[src/rtl/mem_arb_pkg.sv]
// Shared types and default widths for the single-port memory arbiter.
package mem_arb_pkg;

   // Access sequencer states; grants are only decided in IDLE.
   typedef enum logic [1:0] {
      IDLE   = 2'd0,
      WR     = 2'd1,
      RD     = 2'd2,
      RD_ACK = 2'd3
   } arbState_e;

   localparam int DEF_ADDR_W = 8;
   localparam int DEF_DATA_W = 16;

endpackage

[src/rtl/mem_arb_prio.sv]
// Grant selection between the write and read requesters, with a bounded
// write burst so a pending read cannot be starved forever.
module mem_arb_prio
   import mem_arb_pkg::*;
#(
   parameter int WR_BURST_MAX = 4
) (
   input  logic      clk,
   input  logic      rst,
   input  logic      rdReq,
   input  logic      wrReq,
   input  logic      wrLock,
   input  arbState_e state,
   output logic      grantRd,
   output logic      grantWr
);

   localparam int CNT_W = (WR_BURST_MAX > 0) ? $clog2(WR_BURST_MAX + 1) : 1;
   localparam logic [CNT_W-1:0] BURST_MAX = CNT_W'(WR_BURST_MAX);

   logic [CNT_W-1:0] burstCnt;
   logic             effRd;

   assign effRd = rdReq & ~wrLock;

   // Pick at most one winner, and only while the sequencer is idle.
   always_comb begin
      // NOTE: every output gets a default first so no path leaves it unassigned (no latch).
      grantRd = 1'b0;
      grantWr = 1'b0;
      if (state == IDLE) begin
         if (wrReq && effRd) begin
            if (burstCnt < BURST_MAX) grantWr = 1'b1;
            else                      grantRd = 1'b1;
         end else if (wrReq) begin
            grantWr = 1'b1;
         end else if (effRd) begin
            grantRd = 1'b1;
         end
      end
   end

   // Count writes granted while a read waits; any read grant restarts the count.
   always_ff @(posedge clk or posedge rst) begin
      // NOTE: sequential state uses non-blocking assignments so all flops update together.
      if (rst) begin
         burstCnt <= '0;
      end else if (grantRd) begin
         burstCnt <= '0;
      end else if (grantWr && !wrLock) begin
         if (!rdReq)                    burstCnt <= '0;
         else if (burstCnt < BURST_MAX) burstCnt <= burstCnt + CNT_W'(1);
      end
   end

endmodule

[src/rtl/mem_port_arbiter.sv]
// Sequences CPU reads and programmer writes onto one single-port memory.
// All outputs are registered; the priority decision lives in mem_arb_prio.
module mem_port_arbiter
   import mem_arb_pkg::*;
#(
   parameter int ADDR_W       = DEF_ADDR_W,
   parameter int DATA_W       = DEF_DATA_W,
   parameter int RD_LAT       = 1,
   parameter int WR_BURST_MAX = 4
) (
   input  logic              clk,
   input  logic              rst,
   input  logic              rdReq,
   input  logic [ADDR_W-1:0] rdAddr,
   output logic [DATA_W-1:0] rdData,
   output logic              rdValid,
   input  logic              wrReq,
   input  logic [ADDR_W-1:0] wrAddr,
   input  logic [DATA_W-1:0] wrData,
   output logic              wrAck,
   input  logic              wrLock,
   output logic [ADDR_W-1:0] memAddr,
   input  logic [DATA_W-1:0] memDataRd,
   output logic [DATA_W-1:0] memDataWr,
   output logic              memWrEn,
   output logic              busy
);

   localparam int LAT_W = (RD_LAT > 1) ? $clog2(RD_LAT) : 1;
   localparam logic [LAT_W-1:0] LAT_LOAD = LAT_W'(RD_LAT - 1);

   arbState_e        state;
   arbState_e        nextState;
   logic [LAT_W-1:0] latCnt;
   logic             grantRd;
   logic             grantWr;

   mem_arb_prio #(
      .WR_BURST_MAX(WR_BURST_MAX)
   ) uPrio (
      .clk    (clk),
      .rst    (rst),
      .rdReq  (rdReq),
      .wrReq  (wrReq),
      .wrLock (wrLock),
      .state  (state),
      .grantRd(grantRd),
      .grantWr(grantWr)
   );

   // State register.
   always_ff @(posedge clk or posedge rst) begin
      if (rst) state <= IDLE;
      else     state <= nextState;
   end

   // Next-state: a write is one cycle, a read waits out the memory latency then acks.
   always_comb begin
      nextState = state;
      case (state)
         IDLE: begin
            if (grantWr)      nextState = WR;
            else if (grantRd) nextState = RD;
         end
         WR:      nextState = IDLE;
         RD:      if (latCnt == '0) nextState = RD_ACK;
         RD_ACK:  nextState = IDLE;
         default: nextState = IDLE;
      endcase
   end

   // Datapath and handshake registers; address/write data hold their last value when idle.
   always_ff @(posedge clk or posedge rst) begin
      if (rst) begin
         memAddr   <= '0;
         memDataWr <= '0;
         memWrEn   <= 1'b0;
         rdData    <= '0;
         rdValid   <= 1'b0;
         wrAck     <= 1'b0;
         busy      <= 1'b0;
         latCnt    <= '0;
      end else begin
         memWrEn <= 1'b0;
         rdValid <= 1'b0;
         wrAck   <= 1'b0;
         busy    <= (nextState != IDLE);
         case (state)
            IDLE: begin
               if (grantWr) begin
                  memAddr   <= wrAddr;
                  memDataWr <= wrData;
                  memWrEn   <= 1'b1;
                  wrAck     <= 1'b1;
               end else if (grantRd) begin
                  memAddr <= rdAddr;
                  latCnt  <= LAT_LOAD;
               end
            end
            RD: begin
               if (latCnt == '0) begin
                  rdData  <= memDataRd;
                  rdValid <= 1'b1;
               end else begin
                  latCnt <= latCnt - LAT_W'(1);
               end
            end
            default: ;
         endcase
      end
   end

endmodule
[config.mk]
export PLATFORM = sky130hd
export DESIGN_NAME = mem_port_arbiter
export DESIGN_NICKNAME = d
export VERILOG_FILES = /design/src/rtl/mem_arb_pkg.sv /design/src/rtl/mem_arb_prio.sv /design/src/rtl/mem_port_arbiter.sv
export SDC_FILE = /design/constraint.sdc
export NUM_CORES = 1
export LEC_CHECK = 0
export CORE_MARGIN = 2
export CORE_UTILIZATION = 35
export DETAILED_ROUTE_END_ITERATION = 6
export PLACE_DENSITY = 0.74
export SYNTH_ARGS = -nofsm -noshare
export SYNTH_HDL_FRONTEND = slang
export SYNTH_HIERARCHICAL = 1
export SYNTH_SLANG_ARGS = --single-unit
[constraint.sdc]
create_clock -name clk -period 1.9 [get_ports clk]
set_input_delay 0.38 -clock clk [delete_from_list [all_inputs] [get_ports clk]]
set_output_delay 0.38 -clock clk [all_outputs]
set_load 0.02 [all_outputs]
==> results by stage <==
Drt:
- The DRC violations left is 0.
- The per-cell via count in the routed design is between 4 and 5.
- The total wire length is 4230 um.
- The final antenna-violating net count is 0.
- The via count is 1,379.
- The first TritonRoute pass finished after 4 iterations.
- After the first detailed-routing iteration, the DRC count stood at 56.
- Dividing the detail-routed wire length by the instance count gives between 10 and 15 um.

Worst hold path:
- The type of the worst min-delay path is in -> async.

Timing:
- The measured slew at the worst slew-check pin is 249.3 ps.
- The remaining max-slew budget at the tightest pin is 0.8332.
- Of the available clock period, the critical path in the final layout requires 0.9403.
- After layout, the worst setup slack is roughly 110 ps.
- The number of failing setup endpoints in the final timing report is 0.
- The hold violation total from the final report came to 0.
- Across the routed clock network, the largest skew measured is 5.473 ps.
- The maximum clock rate is 559.8 MHz.
- Setup repair after global routing left no endpoint under its margin.
- The number of pins exceeding their max-slew limit in the final report is 0.
- The clock period minus final worst setup slack is 1786 ps.

Finish:
- The relative area change from synthesis to final layout is 60.28%.
- The finished cells cover approximately 3200 um2.
- Leaving out fill and tap cells, the most frequent cell in the layout is clkdlybuf4s50_1.
- The number of inserted diodes is 0.
- The final-stage net count is 287.
- In the layout the commonest cells are clkdlybuf4s50_1 (96), dfrtp_1 (46), mux2_2 (42).
- The fraction of layout cells with a size suffix above 1 is 0.3248.

Synth:
- The number of nets in the synthesized netlist is 180.
- After synthesis, the cell types taking the most area are dfrtp_1 (60%), mux2_2 (24%), mux2_4 (5.3%).
- The area fraction of the dominant cell type after synthesis is 0.6015.
- After synthesis the cells add up to around 2000 um2.
- The number of different library cells used by synthesis comes to 23.
- The average cell area after synthesis is 15.85 um2.
- The sequential area share after synthesis is 0.6015.
- The largest total area in the synthesized netlist belongs to dfrtp_1.
- The number of standard cells after synthesis is roughly 130.
- The yosys synthesis warning count is 6.
- The top flip-flop cell by instance count after synthesis is dfrtp_1.
- The proportion of synthesized flip-flops having asynchronous set or reset is 1.000.
- The synthesized design contains 48 register bits.
- Yosys mapped a number of flops with a built-in enable equal to 0.

GRT:
- The number of antenna violations at the first check in global routing was 0.
- The maximum number of pins on one net before global-route repair is 46.
- The wire length of the first global-routing pass is between 7000 and 8000 um.
- The number of global-route vias before repair is 1,465.
- Summed over all layers, the global routing overflow is 0.
- For this run, the total global-route usage over all layers was measured as 0.1471.

Clocking:
- The clock latency on the worst-skew pair is roughly 290 ps.
- The library cell used as clock root buffer is clkbuf_8.
- Once the clock tree was built, the setup fixing pass inserted 0 buffers.
- The CTS H-tree depth is 2.
- The number of buffers between clock root and the deepest sink is 2.
- The TritonCTS clock tree is built.
- CTS saw between 40 and 50 sinks.
- Clock-pin slew was measured on the worst setup and hold paths at roughly 80 ps.
- The count of hold-fix buffers inserted at cts is 0.
- In this run, CTS created clock tree buffers numbering 5.

Placed design:
- At the end of routability-driven placement, the weighted congestion stood at between 0.7 and 0.8.
- The area after detailed placement is about 3100 um2.
- During placement, the flow inserted port buffers numbering 96.
- The worst slack after detailed placement is -264.1 ps.
- The sum of net half-perimeters after detailed placement is 3114 um.

Die:
- The die outline width is 79.54 um.
- The floorplan has 27 rows.
- The die outline area is ~6300 um2.
- The initial cell density of the core is 0.3626.
- The die outline height is 79.54 um.
- The area inside the core boundary is 5507 um2.
- The count of boundary I/O pins is between 90 and 100.

Outcome:
- The run finished with clean final reports.

Setup path:
- The origin of the critical flop-to-flop path is state[0].
- Of all nets on the critical path, the largest fanout is 5.
- STA puts the critical path data arrival time at approximately 2000 ps.
- The endpoint of the lowest-slack register-to-register path is memAddr[5].
- The category of the most critical setup path is in -> reg.
- STA classifies the critical path startpoint as an input pin.
- At the worst endpoint, the required time is 2080 ps.
- The worst setup path is captured at a flip-flop.
- The number of cells on the worst reg-to-reg path is 6.
- For flop-to-flop paths, the worst setup slack is about 140 ps.

Pwr:
- The analysis attributes to cell leakage a power of between 1 and 1.5 nW.
- The power density normalized to cell area is approximately 1700 nW/um2.
- IR analysis of the VDD net gives a maximum drop of about 800 uV.

Run:
- Across the run, the number of max-cap violations was 0.
-- worst max path at each step --
stage                   from           end  slack, ps  depth (start not counted)
global route           rdReq    memAddr[4]         50                          8
global placement      wrLock    memAddr[3]       -200                          6
detailed placement    wrLock    memAddr[3]       -260                          6
CTS                   wrLock    memAddr[3]         50                          6
finish                wrLock    memAddr[5]        110                          6
floorplan           state[0]  memDataWr[0]         10                          8
-- cell usage after synthesis (all sizes together), types with 2 or more instances --
master / instances
nor3: 3
a21oi: 2
dfrtp: 48
nand2: 2
nor2: 4
a22o: 2
mux2: 49
buf: 5
nor2b: 3
inv: 3
-- worst max-delay path, stage by stage --
cell	delay, ps
clkdlybuf4s50_1	540
nor2b_4	70
a21oi_4	210
buf_4	180
mux2_2	320
mux2_2	250
-- layer usage --
layer	track usage	share of wire
met5	0	0
met4	0.04655	0.016
met3	0.06335	0.071
met1	0.1820	0.43
met2	0.2319	0.49
-- cell type report --
class	instances	area, um2
clock buffer	8	90.09
sequential	48	1204
inverter	3	13.76
fill	439	2306
tap	72	90.09
timing repair buffer	105	1054
multi-input combinational	70	749.5
-- timing repair --
item | CTS | global route
hold endpoints to repair | 0 | 0
gates resized for setup | 0 | 1
setup endpoints to repair | 0 | 1
-- where the power goes --
part	total (mW)	internal (mW)	switching, mW
combinational	2.94	1.67	1.27
sequential	1.78	1.53	0.244
clock	0.617	0.297	0.319
total	5.33	3.50	1.83
-- flip-flops by register name, indices dropped and copies added, names as in the netlist --
signal / cells
state: 2
memDataWr: 16
rdData: 16
memAddr: 8
memWrEn: 1
rdValid: 1
busy: 1
uPrio/burstCnt: 3
-- logic make-up after synthesis --
logic type	count (synthesis)	share of synthesized area
DFF	48	0.6015
adders and majority gates	1	0.006265
muxes	49	0.2895
and+or+nand+nor	14	0.05264
AOI/OAI and AO/OA	6	0.02005
buffers and inverters	8	0.03007
-- per-stage QoR --
step	util	hold slack [ps]	total power [mW]	cells	setup TNS (ps)
global placement	0.5635	489.1	4.719	298	-4367
finish	0.5812	306.0	5.332	306	0
CTS	0.5799	299.9	5.408	306	0
detailed placement	0.5635	490.6	4.772	298	-5664
floorplan	-	133.6	3.458	126	0
global route	0.5812	317.8	5.673	306	0
No activity file was read; power rests on OpenSTA's default activity.
